**src/rtl/ec_pkg.sv**
```systemverilog
// ec_pkg: shared definitions for the error-correction digit path.
//   SIGN_POS / SIGN_NEG : legal sign-range comparison codes
//   ec_err_t            : per-digit fault flags {range_fault, sign_fault}
//   ec_entry_t          : buffered result entry {digit, err}
package ec_pkg;

    localparam int EC_DIGIT_W = 18;

    localparam logic [1:0] SIGN_POS = 2'd0;
    localparam logic [1:0] SIGN_NEG = 2'd2;

    typedef struct packed {
        logic range_fault;
        logic sign_fault;
    } ec_err_t;

    typedef struct packed {
        logic [EC_DIGIT_W-1:0] digit;
        ec_err_t               err;
    } ec_entry_t;

endpackage

```
**src/rtl/ec_skid_fifo2.sv**
```systemverilog
// ec_skid_fifo2: 2-entry valid/ready FIFO with a registered occupancy count.
//   clk, reset_n          : clock, asynchronous active-low reset
//   push_valid/push_ready : write handshake (push_ready = not full)
//   push_data             : write data
//   pop_valid/pop_ready   : read handshake (pop_valid = not empty)
//   pop_data              : head entry
// Both handshake outputs depend only on the occupancy register, so there is
// no combinational path from push_valid to pop_valid.
module ec_skid_fifo2 #(
    parameter int W = 20
) (
    input  logic         clk,
    input  logic         reset_n,
    input  logic         push_valid,
    output logic         push_ready,
    input  logic [W-1:0] push_data,
    output logic         pop_valid,
    input  logic         pop_ready,
    output logic [W-1:0] pop_data
);

    logic [1:0]   occ;
    logic [W-1:0] head_q;
    logic [W-1:0] tail_q;
    logic         push;
    logic         pop;

    assign push_ready = (occ != 2'd2);
    assign pop_valid  = (occ != 2'd0);
    assign push       = push_valid && push_ready;
    assign pop        = pop_valid && pop_ready;
    assign pop_data   = head_q;

    // Head is always entry 0; a pop from full shifts the tail forward.
    always_ff @(posedge clk or negedge reset_n) begin
        if (!reset_n) begin
            occ    <= 2'd0;
            head_q <= '0;
            tail_q <= '0;
        end else begin
            case (occ)
                2'd0: begin
                    if (push) begin
                        head_q <= push_data;
                        occ    <= 2'd1;
                    end
                end
                2'd1: begin
                    if (push && pop) begin
                        head_q <= push_data;
                    end else if (push) begin
                        tail_q <= push_data;
                        occ    <= 2'd2;
                    end else if (pop) begin
                        occ    <= 2'd0;
                    end
                end
                default: begin
                    // Full: push_ready is low, so only a pop can occur.
                    if (pop) begin
                        head_q <= tail_q;
                        occ    <= 2'd1;
                    end
                end
            endcase
        end
    end

endmodule

```
**src/rtl/ec_digit_select.sv**
```systemverilog
// ec_digit_select: selects the final residue digit from the uncorrected and
// corrected candidates, flags sign-code inconsistency and out-of-range
// digits, counts errored bundles and buffers results in a 2-entry FIFO.
//   clk, reset_n            : clock, asynchronous active-low reset
//   in_valid/in_ready       : upstream handshake
//   sign_in_A, sign_in_B    : positive/negative range comparison codes
//   Y_in, cor_in            : uncorrected / corrected digit
//   out_valid/out_ready     : downstream handshake
//   dig_out, err_out        : selected digit, {range_fault, sign_fault}
//   clr_count               : synchronous clear of err_count
//   err_count               : saturating count of errored accepts
module ec_digit_select
    import ec_pkg::*;
#(
    parameter int DATA_WIDTH = 18,
    parameter int MODULUS    = 78125,
    parameter int CNT_WIDTH  = 16
) (
    input  logic                  clk,
    input  logic                  reset_n,
    input  logic                  in_valid,
    output logic                  in_ready,
    input  logic [1:0]            sign_in_A,
    input  logic [1:0]            sign_in_B,
    input  logic [DATA_WIDTH-1:0] Y_in,
    input  logic [DATA_WIDTH-1:0] cor_in,
    output logic                  out_valid,
    input  logic                  out_ready,
    output logic [DATA_WIDTH-1:0] dig_out,
    output logic [1:0]            err_out,
    input  logic                  clr_count,
    output logic [CNT_WIDTH-1:0]  err_count
);

    localparam logic [DATA_WIDTH:0] MOD_EXT = (DATA_WIDTH+1)'(MODULUS);

    function automatic logic [CNT_WIDTH-1:0] sat_inc(input logic [CNT_WIDTH-1:0] v);
        return (&v) ? v : v + CNT_WIDTH'(1);
    endfunction

    logic                  accept_p0;
    logic [DATA_WIDTH-1:0] dig_p0;
    ec_err_t               err_p0;
    logic                  err_hit_p0;
    logic [DATA_WIDTH+1:0] head_data;

    assign accept_p0 = in_valid && in_ready;

    // Stage p0: digit selection and fault detection (combinational)
    always_comb begin
        dig_p0             = Y_in;
        err_p0             = '0;
        if (sign_in_A == SIGN_NEG && sign_in_B == SIGN_NEG) begin
            dig_p0 = cor_in;
        end else if (sign_in_A == SIGN_POS && sign_in_B == SIGN_POS) begin
            dig_p0 = Y_in;
        end else begin
            err_p0.sign_fault = 1'b1;
        end
        err_p0.range_fault = ({1'b0, dig_p0} >= MOD_EXT);
    end

    assign err_hit_p0 = accept_p0 && (err_p0.range_fault || err_p0.sign_fault);

    // Stage p1: buffered result
    ec_skid_fifo2 #(
        .W(DATA_WIDTH + 2)
    ) u_fifo (
        .clk        (clk),
        .reset_n    (reset_n),
        .push_valid (in_valid),
        .push_ready (in_ready),
        .push_data  ({dig_p0, err_p0}),
        .pop_valid  (out_valid),
        .pop_ready  (out_ready),
        .pop_data   (head_data)
    );

    assign dig_out = head_data[DATA_WIDTH+1:2];
    assign err_out = head_data[1:0];

    // A clear coinciding with an errored accept counts that accept.
    always_ff @(posedge clk or negedge reset_n) begin
        if (!reset_n) begin
            err_count <= '0;
        end else if (clr_count) begin
            err_count <= err_hit_p0 ? CNT_WIDTH'(1) : '0;
        end else if (err_hit_p0) begin
            err_count <= sat_inc(err_count);
        end
    end

endmodule

```
**config.mk**
```make
export PLATFORM = sky130hd
export DESIGN_NAME = ec_digit_select
export DESIGN_NICKNAME = d
export VERILOG_FILES = /design/src/rtl/ec_pkg.sv /design/src/rtl/ec_skid_fifo2.sv /design/src/rtl/ec_digit_select.sv
export SDC_FILE = /design/constraint.sdc
export NUM_CORES = 1
export LEC_CHECK = 0
export ABC_AREA = 0
export ABC_CLOCK_PERIOD_IN_PS = 2500
export CORE_UTILIZATION = 35
export DETAILED_ROUTE_END_ITERATION = 8
export PLACE_DENSITY = 0.7
export SYNTH_ARGS = -nofsm -noshare
export SYNTH_HDL_FRONTEND = slang
export SYNTH_SLANG_ARGS = --single-unit
```
**constraint.sdc**
```tcl
create_clock -name clk -period 2.5 [get_ports clk]
set_input_delay 0.75 -clock clk [delete_from_list [all_inputs] [get_ports clk]]
set_output_delay 0.75 -clock clk [all_outputs]
set_load 0.03 [all_outputs]
```
==> results <==
- The flow ran to the end, and the final reports show no timing, DRC or antenna violations.
- Counting along the longest clock path gives a buffer depth of 2.
- The fraction of the mapped netlist area in adder cells is 0.00398.
- The switching power share of the total is 0.326.
- The complex-gate fraction of the synthesized area is 0.194.
- The number of different library cells used by synthesis comes to 49.
- The cell at the root of the clock tree is sky130_fd_sc_hd__clkbuf_8.
- The die is 96.7 um tall.
- The global-route usage over all layers is 0.184.
- The via count is 2999.
- Setup violations remaining at the end of the flow were counted as 0.
- Compared with the post-synthesis result, the final layout area differs by 54.0%.
- The top flip-flop cell by instance count after synthesis is sky130_fd_sc_hd__dfrtp_1.
- The initial antenna violation count is 0.
- Cell internal power was estimated by the tool at 2310 uW.
- TritonCTS built the clock tree.
- Averaged over all synthesized cells, the footprint is 9.08 um2.
- In this run the cell area of the synthesized design comes to around 3100 um2.
- The reported net switching power is between 1000 and 1500 uW.
- The routed wire length is 8350 um.
- The worst setup path is captured at a primary output.
- Across the VDD grid, the largest voltage drop is around 0.00027 V.
- CTS built an H-tree with a depth of 3.
- The critical path is of the reg2out type.
- Routability-driven placement finished with a final weighted congestion of between 0.8 and 0.9.
- The number of storage elements in the synthesis netlist is 58.
- The number of pins exceeding their max-slew limit in the final report is 0.
- By area, the combinational part of the netlist is dominated by simple AND/OR/NAND/NOR gates.
- The horizontal die dimension is 96.7 um.
- 0 antenna diodes ended up in the layout.
- The max-cap violation count is 0.
- The post-synthesis sequential area ratio is 0.462.
- The worst-skew pair later-pin latency is 350 ps.
- 83 I/O pins were placed.
- After floorplanning, the core was divided into 34 placement rows.
- The highest attainable clock frequency is 413 MHz.
- The multiplexer share of the synthesized area is 0.0892.
- The number of hold buffers added after CTS was 0.
- The worst reg-to-reg setup slack is 390 ps.
- In this run the worst hold path is classified as in2async.
- The wire-length estimate of the detail-placed layout is 6090 um.
- The worst clock skew is 16.5 ps.
- The combinational share of power is 0.305.
- At the pin with the least slew margin, the transition time is ~610 ps.
- The total overflow left after global routing is 0.
- For this run, the post-layout net count is between 500 and 600.
- The number of violations reported at the end of detailed-routing iteration 0 is between 100 and 150.
- The via count of the first global-routing pass is 2977.
- The maximum number of pins on one net before global-route repair is 47.
- The number of endpoints with negative hold slack in the final report is 0.
- In this run, synthesis inferred 0 flip-flops with an integrated enable.
- The sum of negative setup slack is 0 ps.
- The global-route wire length before repair is 13900 um.
- The first-pass detailed-route iteration total is 4.
- The overall power after layout is 3430 uW.
- Counting flops with an async set or reset pin after synthesis yields a share of 1.00.
- The remaining number of nets flagged by the antenna check after routing is 0.
- The biggest fanout along the worst timing path is 5.
- The initial core utilization is 0.360.
- In the final routed layout, each cell accounts on average for 14.3 um.
- The number of clock buffers inserted by TritonCTS is 9.
- Setup repair after global routing left no endpoint under its margin.
- The worst setup path is launched from a flop.
- The core region is 8720 um2.
- Dividing the detail-routed via count by the number of cells gives 5.14.
- The share of total power dissipated in the clock network is 0.319.
- The shortest clock period the worst path allows after layout is ~2400 ps.
- The post-synth net total is 392.
- The number of input and output port buffers inserted is 82.
- The data required time at the worst endpoint is around 1800 ps.
- In the synthesized netlist, the number of instances is 346.
- Measured against its own limit, the worst slew margin works out to 0.589.
- Of the total power, registers draw 0.376.
- The clock transition at the register clock pins on the worst setup and hold paths after CTS is 70 ps.
- The layout cell share with drive strength beyond 1 is 0.223.
- The leakage power summed over all cells is 0.00217 uW.
- The power density over the cells is 710 nW/um2.
- Of the total synthesized cell area, the portion taken by AND, OR, NAND and NOR gates is 0.213.
- The floorplan step defined a die boundary enclosing just over 9000 um2.
- Counting every sink on the clock net gives 58.
- Data arrives at the worst endpoint at 1670 ps.
- For this run, design rule violations remaining after detail routing come to 0.
- The final critical-path share of the clock period is 0.969.
- For this run, the number of Yosys warnings is 0.
- The share of the synthesized netlist area taken by xor and xnor gates is 0.00279.
==> synthesized netlist by cell type (2+ instances only) <==
library cell,count,area (um2)
sky130_fd_sc_hd__nor3_1,5,25.0
sky130_fd_sc_hd__nor2b_1,9,56.3
sky130_fd_sc_hd__dfrtp_1,58,1450
sky130_fd_sc_hd__mux2i_1,19,190
sky130_fd_sc_hd__nor4bb_1,5,50.1
sky130_fd_sc_hd__mux2_2,2,22.5
sky130_fd_sc_hd__nand4_1,9,56.3
sky130_fd_sc_hd__nand2b_1,2,12.5
sky130_fd_sc_hd__a211o_1,2,17.5
sky130_fd_sc_hd__a21oi_1,49,245
sky130_fd_sc_hd__nand2_1,29,109
sky130_fd_sc_hd__o21ai_0,21,105
sky130_fd_sc_hd__nor2_1,56,210
sky130_fd_sc_hd__mux2_1,6,67.6
sky130_fd_sc_hd__a21bo_1,3,30.0
sky130_fd_sc_hd__a31o_1,2,17.5
sky130_fd_sc_hd__nand3_1,13,65.1
sky130_fd_sc_hd__buf_2,3,15.0
sky130_fd_sc_hd__o211a_1,2,20.0
sky130_fd_sc_hd__nor3b_1,2,15.0
sky130_fd_sc_hd__clkbuf_1,15,56.3
sky130_fd_sc_hd__inv_1,5,18.8
sky130_fd_sc_hd__nand3b_1,3,22.5
==> cells by family after synthesis <==
group	count (synthesis)
AOI/OAI and AO/OA	96
xor gates and xnor gates	1
adders and majority gates	1
buffers and inverters	25
DFF	58
muxes	27
and+or+nand+nor	138
==> power groups by stage <==
stage | registers (uW) | clock network, uW | logic (uW)
6_report | 1290 | 1090 | 1050
5_1_grt | 1320 | 1160 | 1140
4_1_cts | 1290 | 1110 | 1050
3_5_place_dp | 1310 | 0 | 1040
3_3_place_gp | 1290 | 0 | 1010
2_1_floorplan | 1490 | 0 | 361
==> worst max-delay path, cell delays in order (launching register included) <==
cell and delay [ps]:
sky130_fd_sc_hd__dfrtp_1 400, sky130_fd_sc_hd__nand2b_1 230, sky130_fd_sc_hd__clkdlybuf4s50_1 710
==> cell type report <==
cell class	instances	area [um2]
clock buffers	10	138
flip-flops and latches	58	1450
fillers	791	3880
clock inverters	6	113
multi-input cells	263	1750
repair buffers	134	1230
well taps	108	135
inverters	5	18.8
==> state kept, by name (all words and copies together), names as in the netlist <==
name,flops
u_fifo.occ,2
u_fifo.pop_data,20
u_fifo.tail_q,20
err_count,16
==> what timing repair did <==
action,in CTS,in global routing
resized for setup,58,31
setup endpoints to repair,16,15
setup buffers,3,2
hold endpoints to repair,0,0
pin swaps,19,23
gates cloned,0,0
==> metal layers <==
layer / up-vias / part of all wire / GRT usage
li1: 1487 / - / -
met1: 1415 / 0.47 / 0.237
met2: 86 / 0.47 / 0.302
met3: 11 / 0.053 / 0.0513
met4: 0 / 0.011 / 0.0494
met5: - / 0 / 0
==> final timing paths <==
kind	start	to	cells past startpoint
worst min register to register	u_fifo.pop_data[1]$_DFFE_PN0P_	u_fifo.pop_data[1]$_DFFE_PN0P_	2
worst min-delay path	reset_n	err_count[11]$_DFFE_PN0P_	1
min in group clk	u_fifo.pop_data[1]$_DFFE_PN0P_	u_fifo.pop_data[1]$_DFFE_PN0P_	2
max in group asynchronous	reset_n	u_fifo.pop_data[4]$_DFFE_PN0P_	2
worst max-delay path	u_fifo.occ[0]$_DFFE_PN0P_	in_ready	2
worst max register to register	err_count[1]$_DFFE_PN0P_	err_count[4]$_DFFE_PN0P_	9
==> layout by cell type (no fill, tap or decap), types with 4 or more instances in the layout <==
cell type / n
sky130_fd_sc_hd__nand3_1: 11
sky130_fd_sc_hd__dlygate4sd2_1: 12
sky130_fd_sc_hd__inv_1: 5
sky130_fd_sc_hd__clkdlybuf4s50_1: 47
sky130_fd_sc_hd__dlymetal6s2s_1: 7
sky130_fd_sc_hd__buf_4: 45
sky130_fd_sc_hd__clkdlybuf4s15_1: 7
sky130_fd_sc_hd__clkbuf_8: 10
sky130_fd_sc_hd__nor3_1: 4
sky130_fd_sc_hd__clkbuf_2: 6
sky130_fd_sc_hd__nor2b_1: 9
sky130_fd_sc_hd__a21oi_1: 48
sky130_fd_sc_hd__nor4bb_4: 4
sky130_fd_sc_hd__mux2i_1: 18
sky130_fd_sc_hd__buf_6: 5
sky130_fd_sc_hd__o21ai_0: 21
sky130_fd_sc_hd__dfrtp_1: 58
sky130_fd_sc_hd__nand4_1: 9
sky130_fd_sc_hd__nor2_1: 56
sky130_fd_sc_hd__nand2_1: 29
==> per-stage QoR <==
| step | hold slack, ps | area, um2 | utilization | worst slack [ps] | cells |
|---|---|---|---|---|---|
| 3_3_place_gp | 463 | 4420 | 0.506 | -568 | 565 |
| 3_5_place_dp | 469 | 4420 | 0.506 | -573 | 565 |
| 2_1_floorplan | 454 | 3140 | - | 2.49 | 346 |
| 6_report | 343 | 4840 | 0.555 | 76.5 | 584 |
| 5_1_grt | 348 | 4840 | 0.555 | 0.877 | 584 |
| 4_1_cts | 336 | 4790 | 0.550 | 2.88 | 582 |
(Power assumes the default switching activity.)
